$ cat config.mk
export PLATFORM = sky130hd
export DESIGN_NAME = inst_encoder
export DESIGN_NICKNAME = d
export VERILOG_FILES = /design/src/rtl/inst_encoder.sv
export SDC_FILE = /design/constraint.sdc
export NUM_CORES = 1
export LEC_CHECK = 0
export ABC_AREA = 1
export CORE_ASPECT_RATIO = 1.4
export CORE_MARGIN = 2
export CORE_UTILIZATION = 45
export DETAILED_ROUTE_END_ITERATION = 10
export PLACE_DENSITY = 0.72
export SETUP_SLACK_MARGIN = 0.5
export SYNTH_ARGS = -nofsm -noshare
export SYNTH_HDL_FRONTEND = slang
export SYNTH_SLANG_ARGS = --single-unit
$ cat constraint.sdc
create_clock -name clk -period 1.6 [get_ports clk]
set_clock_uncertainty 0.1 [all_clocks]
set_input_delay 0.32 -clock clk [delete_from_list [all_inputs] [get_ports clk]]
set_output_delay 0.32 -clock clk [all_outputs]
set_load 0.05 [all_outputs]
$ cat src/rtl/inst_encoder.sv
// Two-stage RV32I instruction encoder: stage A registers the decoded fields, stage B holds the packed word.
// Optional CSR-format support is enabled with `define INST_ENCODER_CSR_EN.
module inst_encoder #(
  parameter int CNT_W = 16
) (
  input  logic             clk,
  input  logic             rstn,
  input  logic             req_valid,
  output logic             req_ready,
  input  logic [6:0]       req_opcode,
  input  logic [4:0]       req_rda,
  input  logic [4:0]       req_r1a,
  input  logic [4:0]       req_r2a,
  input  logic [2:0]       req_funct3,
  input  logic             req_funct7_1bit,
  input  logic [31:0]      req_imm,
`ifdef INST_ENCODER_CSR_EN
  input  logic [11:0]      req_csr_addr,
`endif
  output logic             inst_valid,
  input  logic             inst_ready,
  output logic [31:0]      inst,
  output logic             inst_err,
  output logic [CNT_W-1:0] enc_count
);

  localparam logic [31:0] NOP = 32'h0000_0013;

  typedef struct packed {
    logic [6:0]  opcode;
    logic [4:0]  rda;
    logic [4:0]  r1a;
    logic [4:0]  r2a;
    logic [2:0]  funct3;
    logic        f7;
    logic [31:0] imm;
  } req_t;

  req_t             a_q;
  logic             a_valid_q;
  logic             b_valid_q;
  logic [31:0]      inst_q;
  logic             err_q;
  logic [CNT_W-1:0] cnt_q;
`ifdef INST_ENCODER_CSR_EN
  logic [11:0]      a_csr_q;
`endif

  logic        a_load, b_take, handoff;
  logic [31:0] enc_inst;
  logic        enc_err;

  // A may refill whenever it is empty or its word is about to move into B.
  assign req_ready = rstn & (!a_valid_q | !b_valid_q | inst_ready);
  assign a_load    = req_valid & req_ready;
  assign b_take    = a_valid_q & (!b_valid_q | inst_ready);
  assign handoff   = b_valid_q & inst_ready;

  always_ff @(posedge clk or negedge rstn) begin
    // NOTE: sequential state uses non-blocking assignments so every register samples pre-edge values.
    if (!rstn) begin
      a_q       <= '0;
      a_valid_q <= 1'b0;
      b_valid_q <= 1'b0;
      inst_q    <= '0;
      err_q     <= 1'b0;
      cnt_q     <= '0;
`ifdef INST_ENCODER_CSR_EN
      a_csr_q   <= '0;
`endif
    end else begin
      if (a_load) begin
        a_q <= '{opcode: req_opcode, rda: req_rda, r1a: req_r1a, r2a: req_r2a,
                 funct3: req_funct3, f7: req_funct7_1bit, imm: req_imm};
`ifdef INST_ENCODER_CSR_EN
        a_csr_q <= req_csr_addr;
`endif
      end
      if (a_load)      a_valid_q <= 1'b1;
      else if (b_take) a_valid_q <= 1'b0;

      if (b_take) begin
        b_valid_q <= 1'b1;
        inst_q    <= enc_inst;
        err_q     <= enc_err;
      end else if (handoff) begin
        b_valid_q <= 1'b0;
      end

      if (handoff) cnt_q <= cnt_q + CNT_W'(1);
    end
  end

  // Immediate fits when the bits above the field are a pure sign extension.
  logic imm_i_ok, imm_b_ok, imm_j_ok;
  assign imm_i_ok = (&a_q.imm[31:11]) | ~(|a_q.imm[31:11]);
  assign imm_b_ok = ((&a_q.imm[31:12]) | ~(|a_q.imm[31:12])) & ~a_q.imm[0];
  assign imm_j_ok = ((&a_q.imm[31:20]) | ~(|a_q.imm[31:20])) & ~a_q.imm[0];

  always_comb begin
    // NOTE: defaults first so no path through this block can infer a latch.
    enc_inst = NOP;
    enc_err  = 1'b0;
    unique case (a_q.opcode)
      7'b0110011: enc_inst = {1'b0, a_q.f7, 5'b0, a_q.r2a, a_q.r1a, a_q.funct3, a_q.rda, a_q.opcode};
      7'b0010011: begin
        if (a_q.funct3[1:0] == 2'b01) begin
          enc_err  = |a_q.imm[31:5];
          enc_inst = {1'b0, a_q.f7, 5'b0, a_q.imm[4:0], a_q.r1a, a_q.funct3, a_q.rda, a_q.opcode};
        end else begin
          enc_err  = !imm_i_ok;
          enc_inst = {a_q.imm[11:0], a_q.r1a, a_q.funct3, a_q.rda, a_q.opcode};
        end
      end
      7'b0000011, 7'b1100111: begin
        enc_err  = !imm_i_ok;
        enc_inst = {a_q.imm[11:0], a_q.r1a, a_q.funct3, a_q.rda, a_q.opcode};
      end
      7'b0100011: begin
        enc_err  = !imm_i_ok;
        enc_inst = {a_q.imm[11:5], a_q.r2a, a_q.r1a, a_q.funct3, a_q.imm[4:0], a_q.opcode};
      end
      7'b1100011: begin
        enc_err  = !imm_b_ok;
        enc_inst = {a_q.imm[12], a_q.imm[10:5], a_q.r2a, a_q.r1a, a_q.funct3,
                    a_q.imm[4:1], a_q.imm[11], a_q.opcode};
      end
      7'b0110111, 7'b0010111: begin
        enc_err  = |a_q.imm[11:0];
        enc_inst = {a_q.imm[31:12], a_q.rda, a_q.opcode};
      end
      7'b1101111: begin
        enc_err  = !imm_j_ok;
        enc_inst = {a_q.imm[20], a_q.imm[10:1], a_q.imm[11], a_q.imm[19:12], a_q.rda, a_q.opcode};
      end
`ifdef INST_ENCODER_CSR_EN
      7'b1110011: begin
        enc_err  = (a_q.funct3[1:0] == 2'b00);
        enc_inst = {a_csr_q, a_q.r1a, a_q.funct3, a_q.rda, a_q.opcode};
      end
`endif
      default: enc_err = 1'b1;
    endcase
    if (enc_err) enc_inst = NOP;
  end

  assign inst_valid = b_valid_q;
  assign inst       = inst_q;
  assign inst_err   = err_q;
  assign enc_count  = cnt_q;

endmodule

Word level (Yosys, flattened, before mapping)
Index checks and enable logic that the tools add are counted.
{"block": "word_totals", "elab_cells": 66, "output_inout_bits": 51, "inputBits": 62, "ff_bits": 109}
{"block": "op_classes", "n_reduce_logical": 18, "add_sub_neg": 1, "n_bitwise": 16, "n_mux": 9, "eq_ne": 10}
{"cell": "case mux 32 bit (7 select lines)", "count": 1}
{"cell": "2-to-1 mux 32 bit", "count": 2}
{"cell": "OR reduction 27 bit", "count": 1}
{"cell": "OR reduction 12 bit", "count": 2}
{"cell": "== test 7 x 6 -> 1 bit (second input constant)", "count": 3}
{"cell": "== test 7 bit (second input constant)", "count": 3}
{"cell": "AND reduction 21 bit", "count": 1}
{"cell": "OR reduction 21 bit", "count": 1}
{"cell": "AND reduction 20 bit", "count": 1}
{"cell": "OR reduction 20 bit", "count": 1}
{"cell": "adder 16 x 1 -> 16 bit (second input constant)", "count": 1}
{"cell": "== test 7 x 5 -> 1 bit (second input constant)", "count": 2}
{"cell": "AND reduction 12 bit", "count": 1}
{"cell": "== test 7 x 2 -> 1 bit (second input constant)", "count": 1}
{"cell": "bitwise AND 1 bit", "count": 6}
{"cell": "OR 1 bit", "count": 6}
{"cell": "case mux 1 bit (6 select lines)", "count": 1}
{"cell": "logical NOT 1 bit", "count": 5}
{"cell": "2-to-1 mux 1 bit", "count": 5}
{"cell": "inverter 1 bit", "count": 4}
{"cell": "nonzero test 2 bit", "count": 2}
{"cell": "OR reduction 2 bit", "count": 2}
{"cell": "OR reduction 3 bit", "count": 1}
{"cell": "== test 2 x 1 -> 1 bit (second input constant)", "count": 1}

Depth between registers and ports, before layout
{"block": "logic_depth", "word_depth": 7, "depth_mapped": 13}

Worst setup path before layout
Ideal clock, no wire load.
{"block": "synth_timing", "kind": "register to register", "from": "register b_valid_q, in the netlist inst_valid", "to": "register a_q[13] (netlist bit)", "t_required_ps": 1375, "arrival_ps": 2000, "path_stages_with_launch": 6, "setup_slack_ps": -624, "cell_sequence": "dfrtp_1 -> nand2_2 -> o21a_1 -> nand2_1 -> buf_2 -> mux2_2"}
{"block": "synth_between", "elab_chain_len": 5}
{"item": "from (decl)", "line": "41", "source": "logic b_valid_q;"}
{"item": "from (signal assigned)", "line": "64", "source": "b_valid_q <= 1'b0;"}
{"item": "from (signal assigned)", "line": "83", "source": "b_valid_q <= 1'b1;"}
{"item": "from (signal assigned)", "line": "87", "source": "b_valid_q <= 1'b0;"}
{"item": "logical NOT 1 bit", "line": "54", "source": "assign req_ready = rstn & (!a_valid_q | !b_valid_q | inst_ready);"}
{"item": "OR 1 bit (2 in series)", "line": "54"}
{"item": "bitwise AND 1 bit", "line": "54"}
{"item": "via req_ready", "line": "9", "source": "output logic req_ready,"}
{"item": "bitwise AND 1 bit", "line": "55", "source": "assign a_load = req_valid & req_ready;"}
{"item": "to (signal assigned)", "line": "73", "source": "a_q <= '{opcode: req_opcode, rda: req_rda, r1a: req_r1a, r2a: req_r2a,"}
{"item": "to (decl)", "line": "39", "source": "req_t a_q;"}
The timed path passes the listed nets, and every way through them passes these cells.
A chain may end at the register's enable or synchronous reset.

Worst setup path in the final report
{"block": "layout_timing", "from": "register a_q[30] (netlist bit)", "to": "register inst_q[20], in the netlist inst[20]"}
{"block": "layout_between", "elab_chain_len": 7, "elab_cells_between_ends": 21}
{"item": "OR reduction 21 bit, or another cell as far along", "line": "96", "source": "assign imm_i_ok = (&a_q.imm[31:11]) | ~(|a_q.imm[31:11]);"}
{"item": "inverter 1 bit (on tied branches)", "line": "96, 97, 98"}
{"item": "OR 1 bit (on tied branches)", "line": "96, 97, 98"}
{"item": "logical NOT 1 bit, or another cell as far along", "line": "111, 116, 120"}
{"item": "2-to-1 mux 1 bit, or another cell as far along", "line": "107", "source": "if (a_q.funct3[1:0] == 2'b01) begin"}
{"item": "case mux 1 bit (6 select lines) (*)", "line": "104", "source": "unique case (a_q.opcode)"}
{"item": "2-to-1 mux 32 bit (*)", "line": "144", "source": "if (enc_err) enc_inst = NOP;"}
{"item": "to (signal assigned)", "line": "84", "source": "inst_q <= enc_inst;"}
{"item": "to (decl)", "line": "42", "source": "logic [31:0] inst_q;"}
Mark *: on every way between the ends. The rest lies on a longest branch, timed or not.

==> metrics.txt <==
status=finished, violations left; violated checks=negative hold slack, negative setup slack; Die Span X=approximately 95 um; core area=11,300 um^2; Worst setup EP type=flop; Die H=between 100 and 150 um; port bufs=112; GPL Wtd Cong=0.932; Synth Area in Compound Gates=0.0587; CP startpoint kind=flop; clock sinks=109; DP Cell Count=924; final instance area=9930 um^2; gr usage total=0.311; detailed router's first-iteration violation count=around 340; commonest cells after routing, fill and taps aside=nand2_1, buf_4, dfrtp_1; Setup violations, final=101; Vias=5,620; measured slew at the worst slew-check pin=around 670 ps; PwrDens=912 nW/um^2; required time worst endpoint=1790 ps; clock slew at reported path FFs=80 ps; synth warn=0; Initial Utilization=0.461; CP Max Fanout=7; worst hold path class=primary input to async pin; Gate Count Post-Synth=586; Final Hold Vio Count=53; final critical-path required period=2030 ps; CTS H-tree depth=3; Antenna Cells=0; Routed Antenna Nets=0; first-pass GRT wire length=29,800 um; Mean Syn Cell Area=approximately 8.9 um^2; most common cell after layout, fill and taps aside=nand2_1; critical path class=flop to flop; final net count=around 940; non-filler cells, final=1,029; I/O Pins=113; Setup WS post-layout=-432 ps; gr ovfl total=0; register area share after synthesis=0.525; mux cell area share after synthesis=0.0801; mean routed wirelength per cell=~21 um; # rows=46; Max Freq=0.492 GHz; Inserted Clock Buffers=9; via-per-instance ratio=roughly 5.5; vias in the first global route=5,729; share of the synthesized area in the top cell type=0.525; drt pass-1 iters=5; fraction of layout cells with a size suffix above 1=0.519; Post-Synth Adder-Cell Area=0.00241; final core utilization=0.881; worst vdd ir=0.000645 V; top cells by area, synth=dfrtp_1, nand2_1, mux2_2; Slew headroom=0.552; flops & latches, synth=109; Die Area=12,400 um^2; Cell Area, Synth=about 5200 um^2; Post-Synth Simple-Gate Area=0.261; Root Driver=clkbuf_16; Clk Latency, worst-skew pair=between 300 and 400 ps; dpl cell area=8000 um^2; syn nets=649; DRC viols=0; antenna violations before repair=0; Leakage=0.00477 uW; max-capacitance violation count=0; Synth area leader=dfrtp_1; largest family of logic cells by synthesized area=simple AND/OR/NAND/NOR gates; max-slew violations=0; crit path DAT=2220 ps; post-synthesis cell type count=33; synthesis-to-finish area growth=91.0%; Period Utilization, post-route=1.27; RSZ-0062 raised after global routing=true; largest net degree at the start of global routing=110; Post-DP HPWL=11,400 um; Synth Area in XOR/XNOR=0.0253; Sum Neg Setup Slack=-22,330 ps; Clock Tree Buf Depth=2; CTS tree=built; Worst Hold Margin=-57.1 ps; final wirelength=21,500 um
power by group:
group / switching (uW) / leakage (uW) / internal [uW]
clock: 1170 / 0.000141 / 1100
combinational: 1510 / 0.00332 / 1780
sequential: 409 / 0.00131 / 3100
kinds of logic after synthesis:
kind of cell | count (synthesis)
muxes | 37
adders and majority gates | 1
and+or+nand+nor | 313
xor gates and xnor gates | 15
buffers and inverters | 56
AOI/OAI and AO/OA | 55
DFF | 109
what timing repair did:
action | CTS | global route
hold endpoints to repair | 52 | 13
cloned | 7 | 1
endpoints found under the setup margin | 157 | 158
resized for setup | 137 | 80
buffers inserted | 53 | 28
pin swaps | 16 | 36
state kept, by name (all words and copies together), names as in the netlist:
| signal | count |
|---|---|
| inst_valid | 1 |
| enc_count | 16 |
| inst_err | 1 |
| a_q | 58 |
| inst | 32 |
| a_valid_q | 1 |
synth_stat cells:
cell type	n
nor2_2	4
o22ai_1	2
nor2_1	79
buf_8	1
o21ai_0	20
nand3_4	2
nor3_2	1
nand3_2	3
and2_1	1
buf_6	3
inv_2	7
ha_1	1
a21oi_1	25
clkbuf_1	4
dfrtp_1	109
a21oi_2	1
nand2_1	175
o221ai_1	1
nand3_1	22
inv_1	35
nand2_4	1
nor2_4	4
mux2_2	37
or2_2	2
a22o_1	4
xor2_1	8
buf_2	6
nand4_1	3
nor3_1	2
o21a_1	1
xnor2_1	7
a22oi_1	1
nand2_2	14
worst paths after layout:
check / from / to / slack (ps) / cells after the start
setup / recovery: a_q[30] / inst[20] / -430 / 14
hold reg to reg: a_q[43] / a_q[43] / 420 / 1
max in group asynchronous: rstn / a_q[23] / 980 / 2
min in group clk: a_q[43] / a_q[43] / 420 / 1
hold / removal: rstn / enc_count[0] / -60 / 2
setup reg to reg: a_q[30] / inst[20] / -430 / 14
stage by stage:
| step | power, uW | setup slack, ps | hold slack [ps] |
|---|---|---|---|
| 6_report | 9060 | -432 | -57.1 |
| 5_1_grt | 9360 | -494 | 7.21 |
| 4_1_cts | 8530 | -274 | -19.8 |
| 3_5_place_dp | 5860 | -582 | 360 |
| 3_3_place_gp | 5760 | -506 | 365 |
| 2_1_floorplan | 4560 | -335 | -75.6 |
worst max-delay path: stages (launching register included):
cell and delay, ps:
dfrtp_1 440, nand2_1 110, nor2_2 200, inv_1 80, nor2_1 100, nand2_1 90
nand2_1 80, nand2_1 50, nand2_1 70, nand2_2 60, nor2_4 150, buf_12 140
buf_16 130, nand2_2 50, nand2_1 100
routing by layer:
| layer | track usage | routed length, um | part of all wire |
|---|---|---|---|
| met1 | 0.360 | 7410 | 0.34 |
| met2 | 0.552 | 11300 | 0.53 |
| met3 | 0.0533 | 1340 | 0.062 |
| met4 | 0.135 | 1460 | 0.068 |
| met5 | 0 | 0 | 0 |
cell type report:
type	instances	area, um^2
clock buffers	9	225
clock inverters	7	70.1
fillers	470	1350
inverters	42	165
multi-input cells	423	3030
flip-flops and latches	109	2750
well taps	144	180
repair buffers	295	3520
Note: power is estimated with default switching activity, not from simulation.
